### src/rtl/pong_pkg.sv
// Pong playfield geometry, ball state and direction encodings.
// Shared by the ball motion stage and its serve timer.
package pong_pkg;

  localparam int SCREEN_W    = 640;
  localparam int SCREEN_H    = 480;
  localparam int BALL_SIZE   = 8;
  localparam int PADDLE_W    = 8;
  localparam int PADDLE_H    = 64;
  localparam int LEFT_X      = 16;
  localparam int RIGHT_X     = 616;
  localparam int SPEED       = 2;
  localparam int SERVE_DELAY = 60;

  localparam int LEFT_FACE = LEFT_X + PADDLE_W;
  localparam int SRV_W     = $clog2(SERVE_DELAY + 1);

  // 11-bit forms keep every compare free of wraparound
  localparam logic [10:0] SPEED_W     = 11'(SPEED);
  localparam logic [10:0] BALL_W      = 11'(BALL_SIZE);
  localparam logic [10:0] PAD_H_W     = 11'(PADDLE_H);
  localparam logic [10:0] LEFT_FACE_W = 11'(LEFT_FACE);
  localparam logic [10:0] RIGHT_X_W   = 11'(RIGHT_X);
  localparam logic [10:0] X_MAX_W     = 11'(SCREEN_W - BALL_SIZE);
  localparam logic [10:0] Y_MAX_W     = 11'(SCREEN_H - BALL_SIZE);

  localparam logic [9:0] SPEED_10     = 10'(SPEED);
  localparam logic [9:0] CENTER_X     = 10'(SCREEN_W / 2 - BALL_SIZE / 2);
  localparam logic [9:0] CENTER_Y     = 10'(SCREEN_H / 2 - BALL_SIZE / 2);
  localparam logic [9:0] LEFT_STOP_X  = 10'(LEFT_FACE);
  localparam logic [9:0] RIGHT_STOP_X = 10'(RIGHT_X - BALL_SIZE);
  localparam logic [9:0] Y_MAX        = 10'(SCREEN_H - BALL_SIZE);

  typedef enum logic [1:0] {
    SERVE = 2'd0,
    PLAY  = 2'd1,
    HALT  = 2'd2
  } ball_state_t;

  // NEG = left / up, POS = right / down
  typedef enum logic {
    DIR_NEG = 1'b0,
    DIR_POS = 1'b1
  } dir_t;

endpackage

### src/rtl/serve_timer.sv
// Counts frame ticks while start is held; done fires on the
// SERVE_DELAY-th tick and the count wraps back to zero.
module serve_timer
  import pong_pkg::*;
(
  input  logic clk,
  input  logic reset,
  input  logic start,
  input  logic tick,
  output logic done
);

  localparam logic [SRV_W-1:0] LAST = SRV_W'(SERVE_DELAY - 1);
  localparam logic [SRV_W-1:0] ONE  = SRV_W'(1);

  logic [SRV_W-1:0] cnt_q;
  logic [SRV_W-1:0] cnt_d;

  always_comb begin
    cnt_d = cnt_q;
    done  = 1'b0;
    if (!start) begin
      cnt_d = '0;
    end else if (tick) begin
      if (cnt_q == LAST) begin
        cnt_d = '0;
        done  = 1'b1;
      end else begin
        cnt_d = cnt_q + ONE;
      end
    end
  end

  always_ff @(posedge clk or posedge reset) begin
    if (reset) cnt_q <= '0;
    else       cnt_q <= cnt_d;
  end

endmodule

### src/rtl/ball_motion.sv
// Pong ball physics: per-frame motion, wall and paddle reflection,
// score pulses, serve hold after a miss, freeze on game over.
module ball_motion
  import pong_pkg::*;
(
  input  logic       clk,
  input  logic       reset,
  input  logic       frame_tick,
  input  logic       game_over,
  input  logic [9:0] paddle_left_y,
  input  logic [9:0] paddle_right_y,
  output logic [9:0] ball_x,
  output logic [9:0] ball_y,
  output logic       serving,
  output logic       hit_left,
  output logic       hit_right,
  output logic       miss_left,
  output logic       miss_right
);

  ball_state_t state_q, state_d;
  dir_t        dx_q, dx_d;
  dir_t        dy_q, dy_d;
  logic [9:0]  x_q, x_d;
  logic [9:0]  y_q, y_d;
  logic        hl_q, hl_d;
  logic        hr_q, hr_d;
  logic        ml_q, ml_d;
  logic        mr_q, mr_d;

  logic        srv_start;
  logic        srv_done;

  logic [10:0] x, y, pl, pr;
  logic [10:0] x_inc, y_inc;
  logic        ovl_l, ovl_r;
  logic        hit_l, hit_r, mis_l, mis_r;

  serve_timer u_serve_timer (
    .clk   (clk),
    .reset (reset),
    .start (srv_start),
    .tick  (frame_tick),
    .done  (srv_done)
  );

  assign x     = {1'b0, x_q};
  assign y     = {1'b0, y_q};
  assign pl    = {1'b0, paddle_left_y};
  assign pr    = {1'b0, paddle_right_y};
  assign x_inc = x + SPEED_W;
  assign y_inc = y + SPEED_W;

  // Paddle overlap is judged on the pre-move ball row
  assign ovl_l = (y + BALL_W > pl) && (y < pl + PAD_H_W);
  assign ovl_r = (y + BALL_W > pr) && (y < pr + PAD_H_W);

  assign hit_l = (dx_q == DIR_NEG) && (x >= LEFT_FACE_W)
              && (x < LEFT_FACE_W + SPEED_W) && ovl_l;
  assign hit_r = (dx_q == DIR_POS) && (x + BALL_W <= RIGHT_X_W)
              && (x_inc + BALL_W > RIGHT_X_W) && ovl_r;
  assign mis_l = (dx_q == DIR_NEG) && (x < SPEED_W);
  assign mis_r = (dx_q == DIR_POS) && (x_inc > X_MAX_W);

  always_ff @(posedge clk or posedge reset) begin
    if (reset) begin
      state_q <= SERVE;
      dx_q    <= DIR_POS;
      dy_q    <= DIR_POS;
      x_q     <= CENTER_X;
      y_q     <= CENTER_Y;
      hl_q    <= 1'b0;
      hr_q    <= 1'b0;
      ml_q    <= 1'b0;
      mr_q    <= 1'b0;
    end else begin
      state_q <= state_d;
      dx_q    <= dx_d;
      dy_q    <= dy_d;
      x_q     <= x_d;
      y_q     <= y_d;
      hl_q    <= hl_d;
      hr_q    <= hr_d;
      ml_q    <= ml_d;
      mr_q    <= mr_d;
    end
  end

  always_comb begin
    state_d = state_q;
    dx_d    = dx_q;
    dy_d    = dy_q;
    x_d     = x_q;
    y_d     = y_q;
    hl_d    = 1'b0;
    hr_d    = 1'b0;
    ml_d    = 1'b0;
    mr_d    = 1'b0;
    if (game_over) begin
      state_d = HALT;
    end else if (frame_tick) begin
      unique case (state_q)
        SERVE: begin
          if (srv_done) state_d = PLAY;
        end
        PLAY: begin
          if (dy_q == DIR_NEG) begin
            if (y < SPEED_W) begin
              y_d  = '0;
              dy_d = DIR_POS;
            end else begin
              y_d = y_q - SPEED_10;
            end
          end else if (y_inc > Y_MAX_W) begin
            y_d  = Y_MAX;
            dy_d = DIR_NEG;
          end else begin
            y_d = y_inc[9:0];
          end
          unique case (1'b1)
            hit_l: begin
              x_d  = LEFT_STOP_X;
              dx_d = DIR_POS;
              hl_d = 1'b1;
            end
            hit_r: begin
              x_d  = RIGHT_STOP_X;
              dx_d = DIR_NEG;
              hr_d = 1'b1;
            end
            mis_l: begin
              x_d     = CENTER_X;
              y_d     = CENTER_Y;
              dx_d    = DIR_NEG;
              ml_d    = 1'b1;
              state_d = SERVE;
            end
            mis_r: begin
              x_d     = CENTER_X;
              y_d     = CENTER_Y;
              dx_d    = DIR_POS;
              mr_d    = 1'b1;
              state_d = SERVE;
            end
            default: begin
              if (dx_q == DIR_POS) x_d = x_inc[9:0];
              else                 x_d = x_q - SPEED_10;
            end
          endcase
        end
        default: ;
      endcase
    end
  end

  always_comb begin
    serving    = (state_q == SERVE);
    srv_start  = (state_q == SERVE) && !game_over;
    ball_x     = x_q;
    ball_y     = y_q;
    hit_left   = hl_q;
    hit_right  = hr_q;
    miss_left  = ml_q;
    miss_right = mr_q;
  end

endmodule

### config.mk
export PLATFORM = sky130hd
export DESIGN_NAME = ball_motion
export DESIGN_NICKNAME = d
export VERILOG_FILES = /design/src/rtl/pong_pkg.sv /design/src/rtl/serve_timer.sv /design/src/rtl/ball_motion.sv
export SDC_FILE = /design/constraint.sdc
export NUM_CORES = 1
export LEC_CHECK = 0
export ABC_CLOCK_PERIOD_IN_PS = 4000
export CAP_MARGIN = 20
export CORE_MARGIN = 2
export CORE_UTILIZATION = 40
export CTS_CLUSTER_DIAMETER = 100
export DETAILED_ROUTE_END_ITERATION = 10
export SYNTH_ARGS = -nofsm -noshare
export SYNTH_HDL_FRONTEND = slang
export SYNTH_HIERARCHICAL = 1
export SYNTH_SLANG_ARGS = --single-unit
### constraint.sdc
create_clock -name clk -period 4 [get_ports clk]
set_input_delay 0.4 -clock clk [delete_from_list [all_inputs] [get_ports clk]]
set_output_delay 0.4 -clock clk [all_outputs]
set_load 0.03 [all_outputs]
==> metrics.cfg <==
[routing]
drt_iter0_drc=139
wirelength_um=10200
drc=0
drt-wirelength-per-cell_um=16.7
vias=3572
viasPerCell=5.85
ant_nets=0
drt-pass1-iter-count=4

[yosys]
syn_avg_cell_area_um2=7.91
synth_top_flop_cell=dfrtp_1
yosysMostFrequentCell=ha_1
ys_seq_area_frac=0.221
synth_seq_cells=32
netlist_instances=467
synth_edf_count=0
yosysTopAreaCellShare=0.146
synth-async-reset-ratio=1.00
synth_area_um2=3690
yosys.area.top_type=ha_1
ys_warn_count=6
synthTopCellsByCount=43 x ha_1, 41 x inv_1, 38 x nand2_1
synth.distinct_cells=78
synth_area_leaders=ha_1 15%, dfrtp_1 14%, dfstp_2 8.5%

[floorplan]
dieWidth_um=100
io_pins=49
rows=35
dieArea_um2=10000
core-area_um2=9110
die_h_um=100
initial_core_util=0.405

[setup_path]
arrival_ns=3.66
crit_path_start=ball_y[3]
critPathKind=register to register
required_ns=4.22
r2r-start=ball_y[3]
endpoint_kind=register
start_kind=register
reg2regPathDepth=12
cpPeakStageDelay_ns=0.67
crit_chain=ha_1 -> and3_1 -> nand2_1 -> xnor2_1 -> ha_1 -> nand2_1 -> nor2_1 -> a32o_1 -> a2111oi_4 -> o2111ai_4 -> or2_4 -> a211o_1
path_delay_family=compound AO/OA/AOI/OAI gates
worstPathMaxFanout=10
cp.buffers_inverters=0
worst-path-stages=12
crit_slowest_cell=dfstp_2

[placement]
numPortBuffers=46
hpwl_um=7670
place.gp.congestion=0.950
dp_slack_ns=0.585

[clock_network]
cts.hold.buffers_added=0
cts_resized=0
clk_pin_slew_ns=0.08
cts_root_buf=clkbuf_8
htree_levels=2
cts_setup_buffers=0
cts.sinks=32
clock_insertion_delay_worst_skew_ns=0.29
cts_inserted_buffers=5
clock_path_buffers=2
cts_tree=yes

[global_routing]
grt_max_degree=24
antenna_found_initial=0
overflow=0
grt_pass1_vias=3605
track_usage=0.210
grt_pass1_wl_um=17200

[sta]
setup_violations=0
finalWorstPathRequiredPeriod_ns=3.43
finClkSkew_ns=0.00944
rsz0062_at_grt=no
tightest_slew_ns=0.885
relSlewSlack=0.410
timing.hold.ws_ns=0.348
fmax_mhz=291
slew_violations=0
layout_setup_ws_ns=0.568
finalHoldViolCount=0
finalCritPeriodShare=0.858
setup_tns_ns=0

[pwr]
p_total_uw=784
p_per_area_nw_per_um2=182
p_leak_nw=1.82
peakVddDrop_mv=0.209

[final_layout]
final_nets=566
drive_above_1_share=0.0920
areaGrowthSynthToFinish_pct=16.9
diodes=0

[flow_run]
maxCapViolCount=0

[status]
status=finished clean

[hold_path]
hold_class=input pin to async pin

[stage by stage]
step           instances  utilization  cell area, um2
2_1_floorplan        468            -            3700
3_3_place_gp         603        0.462            4210
3_5_place_dp         603        0.462            4210
4_1_cts              611        0.474            4320
5_1_grt              611        0.474            4320
6_report             611        0.474            4320
[flip-flops by register name, indices dropped and copies added (netlist names)]
| register | flops |
|---|---|
| hit_left | 1 |
| ball_x | 9 |
| dy_q | 1 |
| hit_right | 1 |
| ball_y | 9 |
| dx_q | 1 |
| u_serve_timer/cnt_q | 6 |
| miss_left | 1 |
| miss_right | 1 |
| state_q | 2 |
[layer usage]
layer  share of wire  global-route usage  wire length, um
met5               0                   0                0
met4           0.016              0.0611              163
met3           0.052              0.0327              526
met2            0.45               0.338             4600
met1            0.48               0.292             4910
[cell type report]
type | count | area (um2)
repair buffers | 51 | 498
clock inverters | 3 | 42.5
multi-input cells | 367 | 2600
well taps | 111 | 139
clock buffers | 5 | 68.8
fillers | 930 | 4790
flip-flops and latches | 32 | 816
inverters | 42 | 158
[worst register-to-register path, delay by kind of cell (launching register included)]
family,cells,cell delay [ns]
XOR/XNOR,1,0.21
adder cells (fa/ha/maj),2,0.57
AO/OA/AOI/OAI,4,1.18
AND/OR/NAND/NOR,5,0.74
flip-flops,1,0.67
[power by group]
part	internal [mW]	switching, mW	leakage, nW
Combinational	0.0635	0.0708	1.39
Clock	0.184	0.132	0.0541
Sequential	0.327	0.00681	0.379
[cell usage in the layout, fill, tap and decap left out, drive strengths merged, types with 9 or more instances in the layout]
| master | Yosys | routed |
|---|---|---|
| a21oi | 24 | 24 |
| o21ai | 29 | 29 |
| inv | 41 | 41 |
| nand3 | 14 | 14 |
| xnor2 | 10 | 10 |
| nand2 | 38 | 38 |
| clkdlybuf4s50 | 0 | 46 |
| o211ai | 9 | 9 |
| ha | 43 | 43 |
| nor3 | 11 | 11 |
| dfrtp | 20 | 20 |
| nand4 | 10 | 10 |
| dfstp | 12 | 12 |
| nor2 | 37 | 37 |
| and3 | 9 | 9 |
[cells by family after synthesis]
logic type | Yosys count | synth area share
buffers and inverters | 69 | 0.0769
multiplexers | 6 | 0.0173
XOR/XNOR | 17 | 0.0403
flip-flops | 32 | 0.221
AND/OR/NAND/NOR | 172 | 0.254
other | 1 | 0.00102
adder cells (fa/ha/maj) | 43 | 0.146
AO/OA/AOI/OAI | 127 | 0.244
[path summary, 6_finish.rpt]
| check | slack, ns | endpoint |
|---|---|---|
| setup / recovery | 0.57 | dx_q |
| hold / removal | 0.35 | u_serve_timer/cnt_q[5] |
| setup reg to reg | 0.57 | dx_q |
| hold reg to reg | 0.55 | state_q[1] |
| max in group asynchronous | 2.68 | ball_y[5] |
| min in group clk | 0.55 | state_q[1] |
Note: power is estimated with default switching activity, not from simulation.
